<file path="src/rtl/mem_access_if.sv">
// Byte-wide memory port shared with instruction fetch.
// The MEM stage is the master; the arbiter is the slave.
interface mem_access_if;
   logic        mem_req_o;
   logic        mem_wr_o;
   logic [31:0] mem_a_o;
   logic [7:0]  mem_dout_o;
   logic        mem_gnt_i;
   logic [7:0]  mem_din_i;

   modport master (
      output mem_req_o,
      output mem_wr_o,
      output mem_a_o,
      output mem_dout_o,
      input  mem_gnt_i,
      input  mem_din_i
   );

   modport slave (
      input  mem_req_o,
      input  mem_wr_o,
      input  mem_a_o,
      input  mem_dout_o,
      output mem_gnt_i,
      output mem_din_i
   );
endinterface

</file>
<file path="src/rtl/mem_access.sv">
// MEM stage: byte-serial loads/stores over the shared 8-bit port.
// Stalls the pipeline while an access is in flight.
module mem_access (
   input  logic         clk,
   input  logic         rst,
   input  logic         rdy,
   input  logic [4:0]   ex_wd,
   input  logic         ex_wreg,
   input  logic [31:0]  ex_wdata,
   input  logic [3:0]   ex_mem_op,
   input  logic [31:0]  ex_mem_addr,
   input  logic [31:0]  ex_mem_sdata,
   output logic [4:0]   mem_wd,
   output logic         mem_wreg,
   output logic [31:0]  mem_wdata,
   output logic         mem_stallreq,
   mem_access_if.master bus
);

   typedef enum logic [1:0] {
      S_IDLE,
      S_BUSY,
      S_LAST,
      S_DONE
   } state_t;

   state_t      state_q, state_d;
   logic [1:0]  cnt_q, cnt_d;
   logic [31:0] buf_q, buf_d;
   logic        pend_q, pend_d;
   logic [1:0]  pidx_q, pidx_d;

   logic        is_load;
   logic        is_store;
   logic        is_mem;
   logic [1:0]  last_idx;
   logic [31:0] ld_val;
   logic [7:0]  sbyte;
   logic        req;
   logic        gnt_ok;

   always_comb begin
      is_load  = 1'b0;
      is_store = 1'b0;
      last_idx = 2'd0;
      unique case (ex_mem_op)
         4'd1: is_load = 1'b1;
         4'd2: begin
            is_load  = 1'b1;
            last_idx = 2'd1;
         end
         4'd3: begin
            is_load  = 1'b1;
            last_idx = 2'd3;
         end
         4'd4: is_load = 1'b1;
         4'd5: begin
            is_load  = 1'b1;
            last_idx = 2'd1;
         end
         4'd6: is_store = 1'b1;
         4'd7: begin
            is_store = 1'b1;
            last_idx = 2'd1;
         end
         4'd8: begin
            is_store = 1'b1;
            last_idx = 2'd3;
         end
         default: ;
      endcase
   end

   assign is_mem = is_load | is_store;

   always_comb begin
      ld_val = buf_q;
      unique case (ex_mem_op)
         4'd1: ld_val = {{24{buf_q[7]}}, buf_q[7:0]};
         4'd2: ld_val = {{16{buf_q[15]}}, buf_q[15:0]};
         4'd4: ld_val = {24'd0, buf_q[7:0]};
         4'd5: ld_val = {16'd0, buf_q[15:0]};
         default: ld_val = buf_q;
      endcase
   end

   assign sbyte  = ex_mem_sdata[{cnt_q, 3'b000} +: 8];
   assign gnt_ok = req & bus.mem_gnt_i;

   always_comb begin
      state_d      = state_q;
      cnt_d        = cnt_q;
      buf_d        = buf_q;
      pend_d       = pend_q;
      pidx_d       = pidx_q;
      req          = 1'b0;
      mem_stallreq = 1'b0;
      mem_wd       = ex_wd;
      mem_wreg     = ex_wreg;
      mem_wdata    = ex_wdata;

      if (is_mem) begin
         mem_wreg  = 1'b0;
         mem_wdata = 32'd0;
      end

      // Read byte lands one cycle after its grant, whatever the state.
      if (pend_q) begin
         buf_d[{pidx_q, 3'b000} +: 8] = bus.mem_din_i;
         pend_d = 1'b0;
      end

      unique case (state_q)
         S_IDLE: begin
            if (is_mem) begin
               mem_stallreq = 1'b1;
               cnt_d        = 2'd0;
               state_d      = S_BUSY;
            end
         end
         S_BUSY: begin
            mem_stallreq = is_mem;
            req          = rdy & is_mem;
            if (!is_mem) begin
               state_d = S_IDLE;
            end else if (gnt_ok) begin
               cnt_d = cnt_q + 2'd1;
               if (is_load) begin
                  pend_d = 1'b1;
                  pidx_d = cnt_q;
               end
               if (cnt_q == last_idx) begin
                  state_d = is_store ? S_DONE : S_LAST;
               end
            end
         end
         S_LAST: begin
            mem_stallreq = 1'b1;
            state_d      = S_DONE;
         end
         S_DONE: begin
            if (is_load) begin
               mem_wreg  = ex_wreg;
               mem_wdata = ld_val;
            end
            state_d = S_IDLE;
         end
      endcase
   end

   assign bus.mem_req_o  = req;
   assign bus.mem_wr_o   = req & is_store;
   assign bus.mem_a_o    = req ? ex_mem_addr + {30'd0, cnt_q} : 32'd0;
   assign bus.mem_dout_o = req ? sbyte : 8'd0;

   always_ff @(posedge clk) begin
      if (rst) begin
         state_q <= S_IDLE;
         cnt_q   <= 2'd0;
         buf_q   <= 32'd0;
         pend_q  <= 1'b0;
         pidx_q  <= 2'd0;
      end else if (rdy) begin
         state_q <= state_d;
         cnt_q   <= cnt_d;
         buf_q   <= buf_d;
         pend_q  <= pend_d;
         pidx_q  <= pidx_d;
      end
   end

endmodule
</file>
<file path="src/flat_wrapper.sv">
// flat-port wrapper written by rule: the top's interface ports become plain ports
module mem_access_flat 
  (clk, rst, rdy, ex_wd, ex_wreg, ex_wdata, ex_mem_op, ex_mem_addr, ex_mem_sdata, mem_wd, mem_wreg, mem_wdata, mem_stallreq, bus_mem_req_o, bus_mem_wr_o, bus_mem_a_o, bus_mem_dout_o, bus_mem_gnt_i, bus_mem_din_i);
  mem_access_if bus_i ();
  input  logic clk;
  input  logic rst;
  input  logic rdy;
  input  logic [4:0] ex_wd;
  input  logic ex_wreg;
  input  logic [31:0] ex_wdata;
  input  logic [3:0] ex_mem_op;
  input  logic [31:0] ex_mem_addr;
  input  logic [31:0] ex_mem_sdata;
  output logic [4:0] mem_wd;
  output logic mem_wreg;
  output logic [31:0] mem_wdata;
  output logic mem_stallreq;
  output wire logic [$bits(bus_i.mem_req_o)-1:0] bus_mem_req_o;
  output wire logic [$bits(bus_i.mem_wr_o)-1:0] bus_mem_wr_o;
  output wire logic [$bits(bus_i.mem_a_o)-1:0] bus_mem_a_o;
  output wire logic [$bits(bus_i.mem_dout_o)-1:0] bus_mem_dout_o;
  input wire logic [$bits(bus_i.mem_gnt_i)-1:0] bus_mem_gnt_i;
  input wire logic [$bits(bus_i.mem_din_i)-1:0] bus_mem_din_i;
  assign bus_mem_req_o = bus_i.mem_req_o;
  assign bus_mem_wr_o = bus_i.mem_wr_o;
  assign bus_mem_a_o = bus_i.mem_a_o;
  assign bus_mem_dout_o = bus_i.mem_dout_o;
  assign bus_i.mem_gnt_i = bus_mem_gnt_i;
  assign bus_i.mem_din_i = bus_mem_din_i;
  mem_access u_core (.clk(clk), .rst(rst), .rdy(rdy), .ex_wd(ex_wd), .ex_wreg(ex_wreg), .ex_wdata(ex_wdata), .ex_mem_op(ex_mem_op), .ex_mem_addr(ex_mem_addr), .ex_mem_sdata(ex_mem_sdata), .mem_wd(mem_wd), .mem_wreg(mem_wreg), .mem_wdata(mem_wdata), .mem_stallreq(mem_stallreq), .bus(bus_i));
endmodule
</file>
<file path="config.mk">
export PLATFORM = sky130hd
export DESIGN_NAME = mem_access_flat
export DESIGN_NICKNAME = d
export VERILOG_FILES = /design/src/rtl/mem_access_if.sv /design/src/rtl/mem_access.sv /design/src/flat_wrapper.sv
export SDC_FILE = /design/constraint.sdc
export NUM_CORES = 1
export LEC_CHECK = 0
export BUFFER_PORTS_ARGS = -buffer_cell sky130_fd_sc_hd__buf_2
export CAP_MARGIN = 5
export CORE_MARGIN = 2
export CORE_UTILIZATION = 40
export CTS_CLUSTER_DIAMETER = 50
export DETAILED_ROUTE_END_ITERATION = 16
export PLACE_DENSITY = 0.78
export SETUP_SLACK_MARGIN = 0.2
export SYNTH_ARGS = -nofsm -noshare
export SYNTH_HDL_FRONTEND = slang
export SYNTH_SLANG_ARGS = --single-unit
export TNS_END_PERCENT = 5
</file>
<file path="constraint.sdc">
create_clock -name clk -period 7.95 [get_ports clk]
set_input_delay 2.385 -clock clk [delete_from_list [all_inputs] [get_ports clk]]
set_output_delay 2.385 -clock clk [all_outputs]
set_load 0.02 [all_outputs]
</file>
==> flow_summary.ini, run 1 <==
[placement]
portBuffers = 188
place.gp.congestion = 0.913
hpwlAfterDp_um = 8550
placed_area_um2 = 4400
pre_cts_slack_ns = 1.12

[clocking]
cts_buffers = 5
clockBufferDepth = 2
cts.clk_slew.worst_paths_ns = 0.08
clkLatencyLatePin_ns = 0.29
cts_sinks = 39
ctsRootBufferMaster = clkbuf_8
ctsHoldBuffers = 0
htreeDepth = 2
cts_tree = yes
cts.repair.resized = 0
post_cts_buffers = 0

[critical_path]
cp.arrival_ns = 4.47
cp-end-kind = primary output
cp_cell_sequence = buf_2 > ha_1 > a21o_1 > nand3_1 > or4_1 > a21oi_1 > buf_2
worstPathMaxFanout = 16
path_class = in -> out
cp_common_cell = buf_2
cp_slowest_cell = or4_1
crit_family = simple AND/OR/NAND/NOR gates
crit_required_ns = 5.57
critPathLaunchType = input port
max_stage_delay_ns = 0.57
crit_buf_inv = 2

[yosys]
syn_area_um2 = 3520
syn_avg_cell_area_um2 = 7.50
synth_top_flop_cell = dfxtp_1
ys_types = 62
async_reset_ff_share_pct = 0
syn-instance-count = 470
synth_warnings = 0
ys_seq_elements = 39
ys_seq_area_share_pct = 22.2
synth_edf_count = 0
syn_nets = 596

[sta]
rsz0062_at_grt = no
drv_slew = 0
fin_setup_tns_ns = 0
max_freq_mhz = 146
finalWorstSetupSlack_ns = 1.10
fin_crit_sh_pct = 86.2
maxSlewHeadroom_pct = 24.8
tightest_slew_ns = 1.13
skew_ns = 0.00644
min_period_ns = 6.85
setup_viol = 0
final_hold_viol_count = 0

[cells_and_area]
nets = 750
fin_area_um2 = 4490
layout_commonest_cell = buf_2
area_growth_pct = 27.3
insertedDiodeCount = 0
drive_above_1_share_pct = 34.9
fill_cells = 834
final_cell_mix = buf_2 (188), nor2_1 (56), nand2_1 (44)

[global_route]
met3_usage_pct = 3.44
grt_util_met1_pct = 27.7
grt-ovfl-total = 0
met2_usage_pct = 36.4
grt_pass1_wl_um = 17300
busiest_layer = met2
grtUsageTotal_pct = 21.1
grt_start_max_net_pins = 43
antenna_found_initial = 0
grt_pass1_vias = 3746

[detailed_routing]
routedWlPerCell_um = 14.8
drc_errors = 0
drt_first_pass_iters = 5
postRouteAntennaNets = 0
vias = 4209
finalWirelength_um = 10900
vias_per_cell = 5.74
drt_iter0_markers = 210

[die]
start_util_pct = 40.8
dieHeight_um = 97.9
coreArea_um2 = 8640
dieWidth_um = 97.9
boundaryPins = 199
dieArea_um2 = 9580
row_count = 34

[pwr]
p_leak_nw = 1.92
powerDensity_nw_per_um2 = 102
max-vdd-ir-drop_mv = 0.0963

[flow_run]
max_cap_viol_count = 0

[run_status]
status = completed

[hold_path]
hp-class = reg -> reg
-- through the flow --
| step | instances | hold WS, ns | utilization (%) | total power [mW] |
|---|---|---|---|---|
| 2_1_floorplan | 470 | 0.477 | - | 0.277 |
| 3_3_place_gp | 725 | 0.492 | 50.9 | 0.327 |
| 3_5_place_dp | 725 | 0.506 | 50.9 | 0.330 |
| 4_1_cts | 733 | 0.526 | 52.0 | 0.460 |
| 5_1_grt | 733 | 0.554 | 52.0 | 0.479 |
| 6_report | 733 | 0.522 | 52.0 | 0.458 |
-- cell usage after synthesis (4+ instances only) --
| master | number | area [um^2] |
|---|---|---|
| nor2_1 | 56 | 210 |
| nor3_1 | 6 | 30.0 |
| buf_2 | 11 | 55.1 |
| dfxtp_1 | 39 | 781 |
| xnor2_1 | 6 | 52.6 |
| or4_1 | 8 | 60.1 |
| clkbuf_1 | 20 | 75.1 |
| and4_1 | 5 | 43.8 |
| o31ai_1 | 7 | 52.6 |
| a22o_1 | 7 | 61.3 |
| nand3b_1 | 4 | 30.0 |
| ha_1 | 7 | 87.6 |
| a22oi_1 | 33 | 248 |
| o21ai_0 | 29 | 145 |
| a21oi_1 | 39 | 195 |
| buf_4 | 6 | 45.0 |
| nand2_1 | 44 | 165 |
| mux2i_1 | 10 | 100 |
| or3_1 | 7 | 43.8 |
| nand2b_1 | 8 | 50.1 |
| mux4_2 | 8 | 180 |
| nand4_1 | 12 | 75.1 |
| and2_1 | 12 | 75.1 |
| inv_1 | 7 | 26.3 |
| xor2_1 | 6 | 52.6 |
| nand3_1 | 17 | 85.1 |
-- metal layers --
layer / vias up / wire (um)
met2: 186 / 5360
met1: 1949 / 4420
li1: 2054 / -
met3: 20 / 930
met5: - / 0
met4: 0 / 176
-- area by class of cell --
cell class,count,area (um^2),share of cell area (%)
inverter,8,35.0,0.781
multi-input combinational,381,2500,55.7
tap,108,135,3.01
clock buffer,5,68.8,1.53
sequential,39,781,17.4
clock inverter,3,20.0,0.446
timing repair buffer,189,948,21.1
-- final timing paths --
kind | cells after the start | endpoint | slack, ns | start
setup / recovery | 7 | bus_mem_a_o[23] | 1.10 | ex_mem_addr[1]
hold / removal | 2 | u_core.buf_q[18] | 0.52 | u_core.buf_q[18]
setup reg to reg | 6 | u_core.buf_q[17] | 5.82 | u_core.pidx_q[0]
hold reg to reg | 2 | u_core.buf_q[18] | 0.52 | u_core.buf_q[18]
-- sequential cells by signal, indices dropped and copies added (netlist names), named ones only --
register,cells
u_core.buf_q,32
u_core.cnt_q,2
u_core.pidx_q,2
u_core.pend_q,1
u_core.state_q,1
-- power breakdown --
| part | total (mW) | leakage [nW] | switching [mW] | internal (mW) |
|---|---|---|---|---|
| clock network | 0.132 | 0.0402 | 0.0706 | 0.0610 |
| logic | 0.128 | 1.57 | 0.0767 | 0.0515 |
| registers | 0.199 | 0.314 | 0.00253 | 0.196 |
| total | 0.458 | 1.92 | 0.150 | 0.308 |
-- cells by family (layout without fill, tap and decap cells) --
logic type / after synthesis / count (layout) / synth area share [%]
buffers and inverters: 50 / 205 / 6.92
XOR/XNOR: 12 / 12 / 2.98
AND/OR/NAND/NOR: 209 / 209 / 32.4
adder cells (fa/ha/maj): 8 / 8 / 3.05
AO/OA/AOI/OAI: 134 / 134 / 24.5
multiplexers: 18 / 18 / 7.95
flip-flops: 39 / 39 / 22.2
-- tightest hold or removal path, cell delays in order, from the launching register on --
cell     delay (ns)
dfxtp_1        0.34
a22oi_1        0.08
nor2_1         0.08
No activity file was read; power rests on OpenSTA's default activity.
==> run 2, diff against run 1 <==
--- a/config.mk
+++ b/config.mk
@@ -8,10 +8,10 @@
 export BUFFER_PORTS_ARGS = -buffer_cell sky130_fd_sc_hd__buf_2
 export CAP_MARGIN = 5
 export CORE_MARGIN = 2
-export CORE_UTILIZATION = 40
+export CORE_UTILIZATION = 26
 export CTS_CLUSTER_DIAMETER = 50
 export DETAILED_ROUTE_END_ITERATION = 16
-export PLACE_DENSITY = 0.78
+export PLACE_DENSITY = 0.56
 export SETUP_SLACK_MARGIN = 0.2
 export SYNTH_ARGS = -nofsm -noshare
 export SYNTH_HDL_FRONTEND = slang
==> run 2 against run 1 <==
- sequential share of layout area shrank 0.72 points
- clock skew shrank 0.00096 ns
- sequential power is essentially flat
- worst hold slack lost 0.0094 ns
- largest cell class unchanged
- largest power group is now clock
==> flow_summary.ini, run 2 (synthesis gave the netlist of run 1 again) <==
[pwr]
p_switching_mw = 0.159
intPower_mw = 0.428
clockPowerShare_pct = 44.2
max-vdd-ir-drop_mv = 0.123
seqPwrFrac_pct = 33.9
powerDensity_nw_per_um2 = 125
finalPower_mw = 0.587
switching_share_pct = 27.1
combPwrFrac_pct = 22.0
p_leak_nw = 1.98

[detailed_routing]
vias = 4172
drt_first_pass_iters = 5
finalWirelength_um = 12000
vias_per_cell = 5.20
drt_iter0_markers = 333
drc_errors = 0
postRouteAntennaNets = 0
routedWlPerCell_um = 15.0

[clocking]
ctsHoldBuffers = 0
cts_tree = yes
ctsRootBufferMaster = clkbuf_16
cts_buffers = 5
cts_sinks = 39
post_cts_buffers = 0
htreeDepth = 2
clkLatencyLatePin_ns = 0.28
cts.repair.resized = 0
cts.clk_slew.worst_paths_ns = 0.06
clockBufferDepth = 2

[hold_path]
whs_endpoint = u_core.buf_q[20]
hold_start = u_core.buf_q[20]
hp-class = reg -> reg
whs_path_depth = 2

[sta]
rsz0062_at_grt = no
setup_viol = 0
skew_ns = 0.00548
drv_slew = 0
hold_ws_ns = 0.513
maxSlewHeadroom_pct = 39.8
final_hold_viol_count = 0
fin_crit_sh_pct = 86.6
min_period_ns = 6.89
tightest_slew_ns = 0.903
fin_setup_tns_ns = 0
max_freq_mhz = 145

[cells_and_area]
largest_register_ffs = 32
insertedDiodeCount = 0
nets = 751
layout_commonest_cell = buf_2
regMostFlops = u_core.buf_q
final_cell_mix = buf_2 (188), nor2_1 (56), nand2_1 (44)
area_growth_pct = 32.8
top_regs = u_core.buf_q x32, u_core.cnt_q x2, u_core.pidx_q x2
postLayoutCoreUtil_pct = 35.3
fin_area_um2 = 4680
drive_above_1_share_pct = 34.8

[critical_path]
cp_cell_sequence = buf_2 > o31a_1 > or3_1 > inv_6 > nand2b_1 > mux2i_1 > buf_2
critPathLaunchType = input port
max_stage_delay_ns = 0.76
crit_family = simple AND/OR/NAND/NOR gates
path_class = in -> out
cp.arrival_ns = 4.50
timing.rr.start = u_core.pidx_q[0]
crit_required_ns = 5.57
cp_common_cell = buf_2
rrSetupSlack_ns = 5.70
cp_slowest_cell = or3_1
worstPathMaxFanout = 26
crit_buf_inv = 3
r2r_end = u_core.buf_q[1]
cp-end-kind = primary output
worstRegToRegCells = 6

[die]
dieWidth_um = 120
boundaryPins = 199
coreArea_um2 = 13200
row_count = 42
dieArea_um2 = 14500
start_util_pct = 26.6
dieHeight_um = 120

[global_route]
grt-ovfl-total = 0
grtUsageTotal_pct = 15.9
grt_start_max_net_pins = 43
grt_pass1_wl_um = 18900
antenna_found_initial = 0
grt_pass1_vias = 3818

[placement]
hpwlAfterDp_um = 9360
portBuffers = 188
place.gp.congestion = 0.838
placed_area_um2 = 4490

[run_status]
status = completed

[flow_run]
max_cap_viol_count = 0
-- run 2: cell count changes in the layout (fill, tap and decap cells not counted), sizes merged --
cell / delta
buf: +1
bufinv: +2
clkbuf: +1
clkinv: -1
clkinvlp: -2
-- run 2: layout make-up --
class	count	area [um^2]
well taps	176	220
clock inverters	2	60.1
repair buffers	190	956
inverters	8	35.0
flip-flops and latches	39	781
multi-input cells	381	2500
fillers	1443	8560
clock buffers	6	129
-- run 2: per-stage QoR --
step,worst slack [ns],std cells
4_1_cts,1.06,802
3_5_place_dp,1.07,794
2_1_floorplan,1.49,470
3_3_place_gp,1.17,794
5_1_grt,0.904,802
6_report,1.06,802
-- run 2: tightest hold or removal path, delay by kind of cell, from the launching register on --
| family | cells | cell delay, ns |
|---|---|---|
| compound gates | 1 | 0.08 |
| flops | 1 | 0.33 |
| simple gates | 1 | 0.07 |
-- run 2: how the worst max path moves through the flow --
stage              startpoint         endpoint  slack [ns]  cells after the start
2_1_floorplan  ex_mem_addr[0]  bus_mem_a_o[24]        1.49                      7
3_3_place_gp     ex_mem_op[0]  bus_mem_a_o[28]        1.17                      7
3_5_place_dp     ex_mem_op[0]  bus_mem_a_o[31]        1.07                      7
4_1_cts          ex_mem_op[0]  bus_mem_a_o[31]        1.06                      7
5_1_grt          ex_mem_op[0]  bus_mem_a_o[31]        0.90                      7
6_report         ex_mem_op[0]  bus_mem_a_o[31]        1.06                      7
-- run 2: power groups by stage --
stage	Clock (mW)	Combinational [mW]	Sequential [mW]
detailed placement	0	0.129	0.203
global placement	0	0.126	0.203
finish	0.259	0.129	0.199
CTS	0.259	0.129	0.199
global route	0.269	0.141	0.199
floorplan	0	0.0766	0.201
-- run 2: routing by layer --
| metal | track usage (%) | vias up | wire length, um | share of wire [%] |
|---|---|---|---|---|
| met5 | 0 | - | 0 | 0 |
| met4 | 4.87 | 0 | 217 | 1.8 |
| met3 | 2.22 | 18 | 729 | 6.1 |
| met2 | 26.9 | 142 | 5800 | 48 |
| met1 | 20.8 | 1958 | 5290 | 44 |
| li1 | - | 2054 | - | - |
==> run 3, diff against run 2 <==
--- a/config.mk
+++ b/config.mk
@@ -9,6 +9,7 @@
 export CAP_MARGIN = 5
 export CORE_MARGIN = 2
 export CORE_UTILIZATION = 26
+export CTS_BUF_LIST = sky130_fd_sc_hd__clkbuf_8
 export CTS_CLUSTER_DIAMETER = 50
 export DETAILED_ROUTE_END_ITERATION = 16
 export PLACE_DENSITY = 0.56
==> run 3 against run 2 <==
- die area stayed put
- largest power group is now sequential cells
- worst hold slack improved by 0.0093 ns
- first-iteration DRC count down 6.0%
- core utilization shrank 0.43 points
- clock power is 25% lower
- clock skew grew 0.0032 ns
- non-clock buffer count is the same
- largest cell class unchanged
- register-to-register slack worse by 0.05 ns
==> flow_summary.ini, run 3 (synthesis gave the netlist of run 1 again) <==
[placement]
pre_cts_slack_ns = 1.07
hpwlAfterDp_um = 9360
place.gp.congestion = 0.838
portBuffers = 188

[detailed_routing]
drc_errors = 0
routedWlPerCell_um = 15.1
postRouteAntennaNets = 0
vias = 4212
drt_iter0_markers = 313
drt_first_pass_iters = 5
finalWirelength_um = 12100
vias_per_cell = 5.25

[pwr]
finalPower_mw = 0.523
clockPowerShare_pct = 37.3
powerDensity_nw_per_um2 = 113
combPwrFrac_pct = 24.7
p_leak_nw = 1.96
switching_share_pct = 28.9
max-vdd-ir-drop_mv = 0.0914
seqPwrFrac_pct = 38.0
intPower_mw = 0.372
p_switching_mw = 0.151

[sta]
maxSlewHeadroom_pct = 40.0
max_freq_mhz = 145
min_period_ns = 6.88
setup_viol = 0
drv_slew = 0
skew_ns = 0.00866
fin_crit_sh_pct = 86.6
rsz0062_at_grt = no
final_hold_viol_count = 0
fin_setup_tns_ns = 0
hold_ws_ns = 0.522
finalWorstSetupSlack_ns = 1.07
tightest_slew_ns = 0.900

[cells_and_area]
area_growth_pct = 31.2
top_regs = u_core.buf_q x32, u_core.cnt_q x2, u_core.pidx_q x2
final_cell_mix = buf_2 (188), nor2_1 (56), nand2_1 (44)
insertedDiodeCount = 0
nets = 751
layout_commonest_cell = buf_2
fill_cells = 1454
regMostFlops = u_core.buf_q
drive_above_1_share_pct = 34.8
postLayoutCoreUtil_pct = 34.9
largest_register_ffs = 32

[die]
start_util_pct = 26.6
dieArea_um2 = 14500
dieHeight_um = 120
coreArea_um2 = 13200
boundaryPins = 199
row_count = 42
dieWidth_um = 120

[global_route]
grtUsageTotal_pct = 15.8
antenna_found_initial = 0
grt_pass1_vias = 3817
grt-ovfl-total = 0
grt_pass1_wl_um = 18900
grt_start_max_net_pins = 43

[critical_path]
critPathLaunchType = input port
cp.arrival_ns = 4.50
max_stage_delay_ns = 0.76
worstPathMaxFanout = 26
crit_required_ns = 5.57
cp-end-kind = primary output
path_class = in -> out
cp_common_cell = buf_2
cp_slowest_cell = or3_1
cp_cell_sequence = buf_2 > o31a_1 > or3_1 > inv_6 > nand2b_1 > mux2i_1 > buf_2

[clocking]
cts_sinks = 39
clockBufferDepth = 2
cts_tree = yes
ctsHoldBuffers = 0
ctsRootBufferMaster = clkbuf_8
post_cts_buffers = 0
clkLatencyLatePin_ns = 0.29
cts_buffers = 5
cts.repair.resized = 0
cts.clk_slew.worst_paths_ns = 0.09
htreeDepth = 2

[flow_run]
max_cap_viol_count = 0

[hold_path]
hp-class = reg -> reg

[run_status]
status = completed
==> run 3: cell types whose count changed in the layout (fill, tap and decap cells not counted) <==
cell       before  now
clkbuf_8        0    5
clkbuf_16       5    0
clkbuf_1        1    0
inv_1           7    8
==> run 3: power by group through the flow <==
stage	Combinational (mW)	Clock (mW)	Sequential, mW
after floorplan	0.0766	0	0.201
after global placement	0.126	0	0.203
after detailed placement	0.129	0	0.203
after CTS	0.129	0.196	0.199
after global routing	0.141	0.207	0.199
final	0.129	0.195	0.199
==> run 3: layout make-up <==
type / instances / area [um^2] / area share, %
tap: 176 / 220 / 4.76
inverter: 8 / 35.0 / 0.758
clock inverter: 3 / 63.8 / 1.38
clock buffer: 5 / 68.8 / 1.49
timing repair buffer: 190 / 956 / 20.7
multi-input combinational: 381 / 2500 / 54.1
sequential: 39 / 781 / 16.9
==> run 3: final timing paths <==
| path | depth (start not counted) | from | slack (ns) | endpoint |
|---|---|---|---|---|
| worst max-delay path | 7 | ex_mem_op[0] | 1.07 | bus_mem_a_o[31] |
| worst min-delay path | 2 | u_core.buf_q[20] | 0.52 | u_core.buf_q[20] |
| worst max register to register | 6 | u_core.pidx_q[0] | 5.65 | u_core.buf_q[1] |
| worst min register to register | 2 | u_core.buf_q[20] | 0.52 | u_core.buf_q[20] |
==> run 3: layer usage <==
| metal | track usage [%] | wire length (um) |
|---|---|---|
| met2 | 26.9 | 5880 |
| met3 | 2.22 | 796 |
| met1 | 20.9 | 5260 |
| met5 | 0 | 0 |
| met4 | 4.22 | 161 |
==> run 3: worst max-delay path: cells and delay by family <==
| kind | cells | cell delay, ns |
|---|---|---|
| buffers and inverters | 3 | 0.72 |
| AOI/OAI and AO/OA | 1 | 0.36 |
| and+or+nand+nor | 2 | 0.87 |
| muxes | 1 | 0.16 |
==> run 3: metrics by stage <==
| stage | std cells | cell area, um^2 |
|---|---|---|
| finish | 802 | 4620 |
| floorplan | 470 | 3520 |
| global route | 802 | 4620 |
| detailed placement | 794 | 4490 |
| global placement | 794 | 4490 |
| CTS | 802 | 4620 |
